<file path="src/rtl/led_pattern_pkg.sv">
// Shared mode encodings and mode-sequencing helper for the LED pattern generator.
package led_pattern_pkg;

  typedef logic [1:0] mode_t;

  localparam mode_t MODE_COUNT    = 2'd0;
  localparam mode_t MODE_EXTERNAL = 2'd1;
  localparam mode_t MODE_SCAN     = 2'd2;
  localparam mode_t MODE_RSVD     = 2'd3;

  // COUNT -> EXTERNAL -> SCAN -> COUNT; the unused encoding falls back to COUNT.
  function automatic mode_t next_mode(input mode_t cur);
    mode_t nxt;
    case (cur)
      MODE_COUNT:    nxt = MODE_EXTERNAL;
      MODE_EXTERNAL: nxt = MODE_SCAN;
      default:       nxt = MODE_COUNT;
    endcase
    return nxt;
  endfunction

endpackage

</file>
<file path="src/rtl/edge_sync.sv">
// Two-flop synchroniser followed by a rising-edge detector for one async level input.
module edge_sync (
  input  logic clk,
  input  logic resetn,
  input  logic async_in,
  output logic pulse
);

  logic sync1_q, sync2_q, dly_q;

  // Synchroniser chain plus one delay stage for edge detection.
  always_ff @(posedge clk) begin
    if (!resetn) begin
      sync1_q <= 1'b0;
      sync2_q <= 1'b0;
      dly_q   <= 1'b0;
    end else begin
      sync1_q <= async_in;
      sync2_q <= sync1_q;
      dly_q   <= sync2_q;
    end
  end

  // One-cycle pulse on a synchronised low-to-high transition.
  always_comb begin
    pulse = sync2_q & ~dly_q;
  end

endmodule

</file>
<file path="src/rtl/led_pattern_gen.sv">
// LED pattern generator: counting, externally stepped and bouncing-scan patterns with PWM dimming.
module led_pattern_gen
  import led_pattern_pkg::*;
#(
  parameter int unsigned NO_OF_LEDS     = 4,
  parameter int unsigned PRESCALE_WIDTH = 8,
  parameter int unsigned PWM_WIDTH      = 4
) (
  input  logic                      clk,
  input  logic                      resetn,
  input  logic                      mode_switch,
  input  logic                      ext_counter,
  input  logic [PRESCALE_WIDTH-1:0] prescale_div,
  input  logic [PWM_WIDTH-1:0]      brightness,
  output logic [NO_OF_LEDS-1:0]     led_out,
  output logic [1:0]                mode_out
);

  localparam logic [NO_OF_LEDS-1:0]     PatOne   = NO_OF_LEDS'(1);
  localparam logic [PRESCALE_WIDTH-1:0] PresOne  = PRESCALE_WIDTH'(1);
  localparam logic [PWM_WIDTH-1:0]      PwmOne   = PWM_WIDTH'(1);

  logic                      mode_edge, ext_edge, tick, enable;
  logic [PRESCALE_WIDTH-1:0] presc_q, presc_d;
  logic [PWM_WIDTH-1:0]      pwm_q, pwm_d;
  mode_t                     mode_q, mode_d;
  logic [NO_OF_LEDS-1:0]     pattern_q, pattern_d, led_q, led_d;
  logic                      scan_up_q, scan_up_d;

  edge_sync u_mode_sync (
    .clk      (clk),
    .resetn   (resetn),
    .async_in (mode_switch),
    .pulse    (mode_edge)
  );

  edge_sync u_ext_sync (
    .clk      (clk),
    .resetn   (resetn),
    .async_in (ext_counter),
    .pulse    (ext_edge)
  );

  // Prescaler and PWM counter next state; prescale_div is the tick period minus one.
  always_comb begin
    tick    = (presc_q >= prescale_div);
    presc_d = tick ? '0 : presc_q + PresOne;
    pwm_d   = pwm_q + PwmOne;
    enable  = (pwm_q < brightness) | (&brightness);
    led_d   = pattern_q & {NO_OF_LEDS{enable}};
  end

  // Mode FSM and pattern update; a mode change takes priority over tick/ext steps.
  always_comb begin
    mode_d    = mode_q;
    pattern_d = pattern_q;
    scan_up_d = scan_up_q;
    if (mode_q == MODE_RSVD) begin
      mode_d    = MODE_COUNT;
      pattern_d = '0;
      scan_up_d = 1'b1;
    end else if (mode_edge) begin
      mode_d    = next_mode(mode_q);
      pattern_d = (mode_d == MODE_SCAN) ? PatOne : '0;
      scan_up_d = 1'b1;
    end else begin
      case (mode_q)
        MODE_COUNT: begin
          if (tick) pattern_d = pattern_q + PatOne;
        end
        MODE_EXTERNAL: begin
          if (ext_edge) pattern_d = pattern_q + PatOne;
        end
        default: begin
          // Bounce between the end bits without dwelling on them.
          if (tick && (NO_OF_LEDS > 1)) begin
            if (scan_up_q) begin
              if (pattern_q[NO_OF_LEDS-1]) begin
                pattern_d = pattern_q >> 1;
                scan_up_d = 1'b0;
              end else begin
                pattern_d = pattern_q << 1;
              end
            end else begin
              if (pattern_q[0]) begin
                pattern_d = pattern_q << 1;
                scan_up_d = 1'b1;
              end else begin
                pattern_d = pattern_q >> 1;
              end
            end
          end
        end
      endcase
    end
  end

  // State registers with synchronous active-low reset.
  always_ff @(posedge clk) begin
    if (!resetn) begin
      presc_q   <= '0;
      pwm_q     <= '0;
      mode_q    <= MODE_COUNT;
      pattern_q <= '0;
      scan_up_q <= 1'b1;
      led_q     <= '0;
    end else begin
      presc_q   <= presc_d;
      pwm_q     <= pwm_d;
      mode_q    <= mode_d;
      pattern_q <= pattern_d;
      scan_up_q <= scan_up_d;
      led_q     <= led_d;
    end
  end

  // Registered outputs.
  always_comb begin
    led_out  = led_q;
    mode_out = mode_q;
  end

endmodule

</file>
<file path="config.mk">
export PLATFORM = sky130hd
export DESIGN_NAME = led_pattern_gen
export DESIGN_NICKNAME = d
export VERILOG_FILES = /design/src/rtl/led_pattern_pkg.sv /design/src/rtl/edge_sync.sv /design/src/rtl/led_pattern_gen.sv
export SDC_FILE = /design/constraint.sdc
export NUM_CORES = 1
export LEC_CHECK = 0
export ABC_AREA = 1
export BUFFER_PORTS_ARGS = -buffer_cell sky130_fd_sc_hd__buf_2
export CAP_MARGIN = 20
export CORE_ASPECT_RATIO = 0.6
export CORE_MARGIN = 4
export CORE_UTILIZATION = 38
export CTS_BUF_LIST = sky130_fd_sc_hd__clkbuf_8 sky130_fd_sc_hd__clkbuf_16
export DETAILED_ROUTE_END_ITERATION = 12
export SYNTH_ARGS = -nofsm -noshare
export SYNTH_HDL_FRONTEND = slang
export SYNTH_SLANG_ARGS = --single-unit
export TNS_END_PERCENT = 50
</file>
<file path="constraint.sdc">
create_clock -name clk -period 1.4 [get_ports clk]
set_clock_uncertainty 0.15 [all_clocks]
set_input_delay 0.07 -clock clk [delete_from_list [all_inputs] [get_ports clk]]
set_output_delay 0.07 -clock clk [all_outputs]
set_load 0.01 [all_outputs]
</file>
==> out/results.md <==
| Group | Quantity | This run |
| --- | --- | --- |
| sta | Setup repair after global routing missed its margin | yes |
| sta | Time the worst path needs with I/O delays and setup | 1609 ps |
| synthesis | Number of distinct library cells after synthesis | 26 |
| grt | Largest net degree at the start of global routing | 10 |
| worst setup path | Buffers plus inverters on the worst setup path | 0 |
| synthesis | Number of synthesized flops with an enable pin | 0 |
| synthesis | Ys async rst share | 0 |
| grt | Wire length of the first global-routing pass | 5.885 mm |
| cells and area | Synth-to-Final Area Change | 45.02% |
| synthesis | Post-Synthesis Net Count | 231 |
| cells and area | Count of non-filler cells in the finished layout | 304 |
| grt | Number of antenna violations at the first check in global routing | 0 |
| route | Via count normalized by instance count | 4.648 |
| sta | Count of final max-slew check failures | 0 |
| placed design | Inst Count DP | 290 |
| placed design | HPWL after detailed placement | 2.551 mm |
| grt | Overall overflow remaining after global route | 0 |
| cells and area | Share of cells above drive strength 1 | 0.3619 |
| run | Number of maximum-capacitance constraint violations | 0 |
| synthesis | Number of storage elements in the synthesis netlist | 29 |
| worst setup path | Biggest fanout along the worst timing path | 6 |
| worst setup path | Critical path start-end classification | flip-flop to flip-flop |
| grt | Number of global-route vias before repair | 1270 |
| synthesis | Primary flip-flop cell chosen by synthesis mapping | dfxtp_1 |
| synthesis | Part of the Yosys area used for sequential elements | 0.3847 |
| power and ir drop | Total leakage power | 1.101 nW |
| sta | PnR worst setup slack | -209.2 ps |
| synthesis | Synth warn | 0 |
| cells and area | Most common cell after layout, fill and taps aside | inv_1 |
| route | Detailed Routing Iterations Pass 1 | 4 |
| cells and area | Filler Cell Count | 330 |
| placed design | Cell area after placement | 1856 sq um |
| worst setup path | Top Family by Delay on Critical Path | simple AND/OR/NAND/NOR gates |
| sta | Slew margin rel. | 0.7839 |
| sta | Share of the clock period used by the worst path after layout | 1.149 |
| cts | Number of levels the H-tree was split into | 2 |
| route | Starting DRT DRC Count | 78 |
| cells and area | Number of antenna repair diodes | 0 |
| worst setup path | Startpoint class of the critical path | flip-flop |
| worst setup path | Data arrival at the endpoint of the critical path | 1640 ps |
| sta | Highest attainable clock frequency | 0.6214 GHz |
| cts | Worst skew pair latency | 280 ps |
| die | Die Span X | 89.35 microns |
| worst setup path | Required time of the worst setup path | 1430 ps |
| sta | Final worst hold slack | 168.5 ps |
| power and ir drop | VDD IR-drop max | 0.5185 mV |
| worst setup path | Top cell by count, worst path | nand2_4 |
| cts | CTS Buffer Depth | 2 |
| cts | Clock-pin slew on the worst setup and hold paths | 60 ps |
| synthesis | Cell count after synthesis | 200 |
| sta | Total setup violations reported at the end of the flow | 13 |
| cells and area | Commonest cells after routing, fill and taps aside | inv_1 (40), nand2_1 (27), buf_4 (24) |
| grt | Total global routing track utilization | 0.1512 |
| route | Antenna Nets Post-Route | 0 |
| placed design | Routability cong. | 0.8113 |
| synthesis | Synthesized area | 1509 sq um |
| die | Die footprint | 5076 sq um |
| worst setup path | Worst-path cell chain | ha_4, nand2_4, nor2_4, nand4_1, nand3_2, nand2_4, nand2_4, nand2_2, nand2_2, nor2_1 |
| die | Chip Height | 56.81 microns |
| route | DRC violations left | 0 |
| cts | CTS buffer count | 5 |
| placed design | Number of input and output port buffers inserted | 21 |
| die | Starting utilization of the core area | 0.4031 |
| route | Final Routed Wirelength | 3.446 mm |
| cells and area | Final non-filler cell area | 2188 sq um |
| worst setup path | Delay of the slowest critical-path stage | 330 ps |
| sta | Measured slew at the worst slew-check pin | 321.1 ps |
| min path | Type of the worst min-delay path | input pin to flip-flop |
| synthesis | Mean cell area of the mapped netlist | 7.545 sq um |
| run status | Violated checks | negative setup slack |
| die | Core Box Area | 3744 sq um |
| worst setup path | Critical-path top delay cell | dfxtp_2 |
| sta | Final hold viol count | 0 |
| route | Routed wirelength normalized by instance count | 11.34 microns |
| cts | Number of clock sinks | 29 |
| die | Std cell rows | 17 |
| cts | Clock root buffer master | clkbuf_8 |
| cts | Clock tree from TritonCTS | done |
| cells and area | Nets@finish | 287 |
| route | Count of vias placed by the detailed router | 1413 |
| worst setup path | Endpoint type of the worst setup path | flip-flop |
| power and ir drop | Power density normalized to cell area | 964.2 nW/um^2 |
| run status | Outcome | finished with violations |
| die | Top Ports | 22 |
==> per-stage QoR <==
step                      total power [mW]  worst slack [ps]  TNS (ps)    util
after floorplan                      1.060            -118.9    -770.6       -
after global placement               1.178            -236.7     -2297  0.4957
after detailed placement             1.180            -267.4     -2454  0.4957
after CTS                            2.109            -192.6     -1306  0.5625
after global routing                 2.214            -297.9     -2945  0.5846
final                                2.110            -209.2     -1665  0.5846
==> final timing paths <==
path / cells after the start / end / slack, ps / startpoint
setup / recovery: 10 / pattern_q[3]$_SDFFE_PP0P_ / -210 / presc_q[5]$_SDFF_PP0_
hold reg to reg: 2 / u_mode_sync.sync2_q$_SDFF_PN0_ / 260 / u_mode_sync.sync1_q$_SDFF_PN0_
hold / removal: 6 / led_out[1]$_SDFF_PN0_ / 170 / brightness[2]
setup reg to reg: 10 / pattern_q[3]$_SDFFE_PP0P_ / -210 / presc_q[5]$_SDFF_PP0_
==> worst min-delay path: cells and delay by family <==
family | cells | cell delay (ps)
buffers and inverters | 3 | 290
and+or+nand+nor | 2 | 90
AOI/OAI and AO/OA | 1 | 110
==> area by class of cell <==
| cell class | count | area, sq um | share of cell area |
|---|---|---|---|
| Clock buffer | 6 | 82.58 | 0.03774 |
| Clock inverter | 2 | 33.78 | 0.01544 |
| Inverter | 40 | 150.1 | 0.06861 |
| Multi-Input combinational cell | 129 | 927.1 | 0.4237 |
| Sequential cell | 29 | 588.1 | 0.2687 |
| Tap cell | 47 | 58.81 | 0.02687 |
| Timing Repair Buffer | 51 | 347.8 | 0.1589 |
==> state kept, by name (all words and copies together) (netlist names), 2 cells and up <==
| name | cells |
|---|---|
| led_out | 4 |
| mode_out | 2 |
| pattern_q | 4 |
| presc_q | 8 |
| pwm_q | 4 |
==> metal layers <==
layer / share of wire / GRT usage / vias up / routed length (microns)
met1: 0.54 / 0.2318 / 619 / 1854
li1: - / - / 749 / -
met2: 0.39 / 0.1983 / 41 / 1352
met5: 0 / 0 / - / 0
met3: 0.060 / 0.04399 / 4 / 206
met4: 0.0090 / 0.04459 / 0 / 31
==> power breakdown <==
group,internal (mW),switching (mW)
Sequential,0.865,0.0293
Clock,0.572,0.314
Combinational,0.158,0.172
Total,1.59,0.515
==> cell families (layout without fill, tap and decap cells) <==
| logic type | count (synthesis) | in the layout | synth area share |
|---|---|---|---|
| compound gates | 27 | 27 | 0.1045 |
| xor+xnor | 6 | 6 | 0.03483 |
| fa+ha+maj | 15 | 15 | 0.1244 |
| buf+inv | 42 | 99 | 0.1078 |
| flops | 29 | 29 | 0.3847 |
| simple gates | 81 | 81 | 0.2438 |
==> cells in the mapped netlist, types with 2 or more instances <==
library cell | count | area, sq um
nand4_1 | 5 | 31.28
o211ai_1 | 3 | 22.52
xor2_1 | 4 | 35.03
nor2_1 | 21 | 78.83
nor3_1 | 5 | 25.02
o21ai_0 | 8 | 40.04
nand2_1 | 32 | 120.1
nand3_1 | 10 | 50.05
dfxtp_1 | 29 | 580.6
a21oi_1 | 12 | 60.06
xnor2_1 | 2 | 17.52
ha_1 | 15 | 187.7
inv_1 | 39 | 146.4
nor2_2 | 3 | 18.77
==> what timing repair did <==
action | in CTS | in global routing
buffers inserted | 1 | 1
resized for setup | 17 | 17
hold buffers | 4 | 0
setup endpoints to repair | 13 | 18
pin swaps | 6 | 7
hold endpoints to repair | 4 | 0
(Power assumes the default switching activity.)
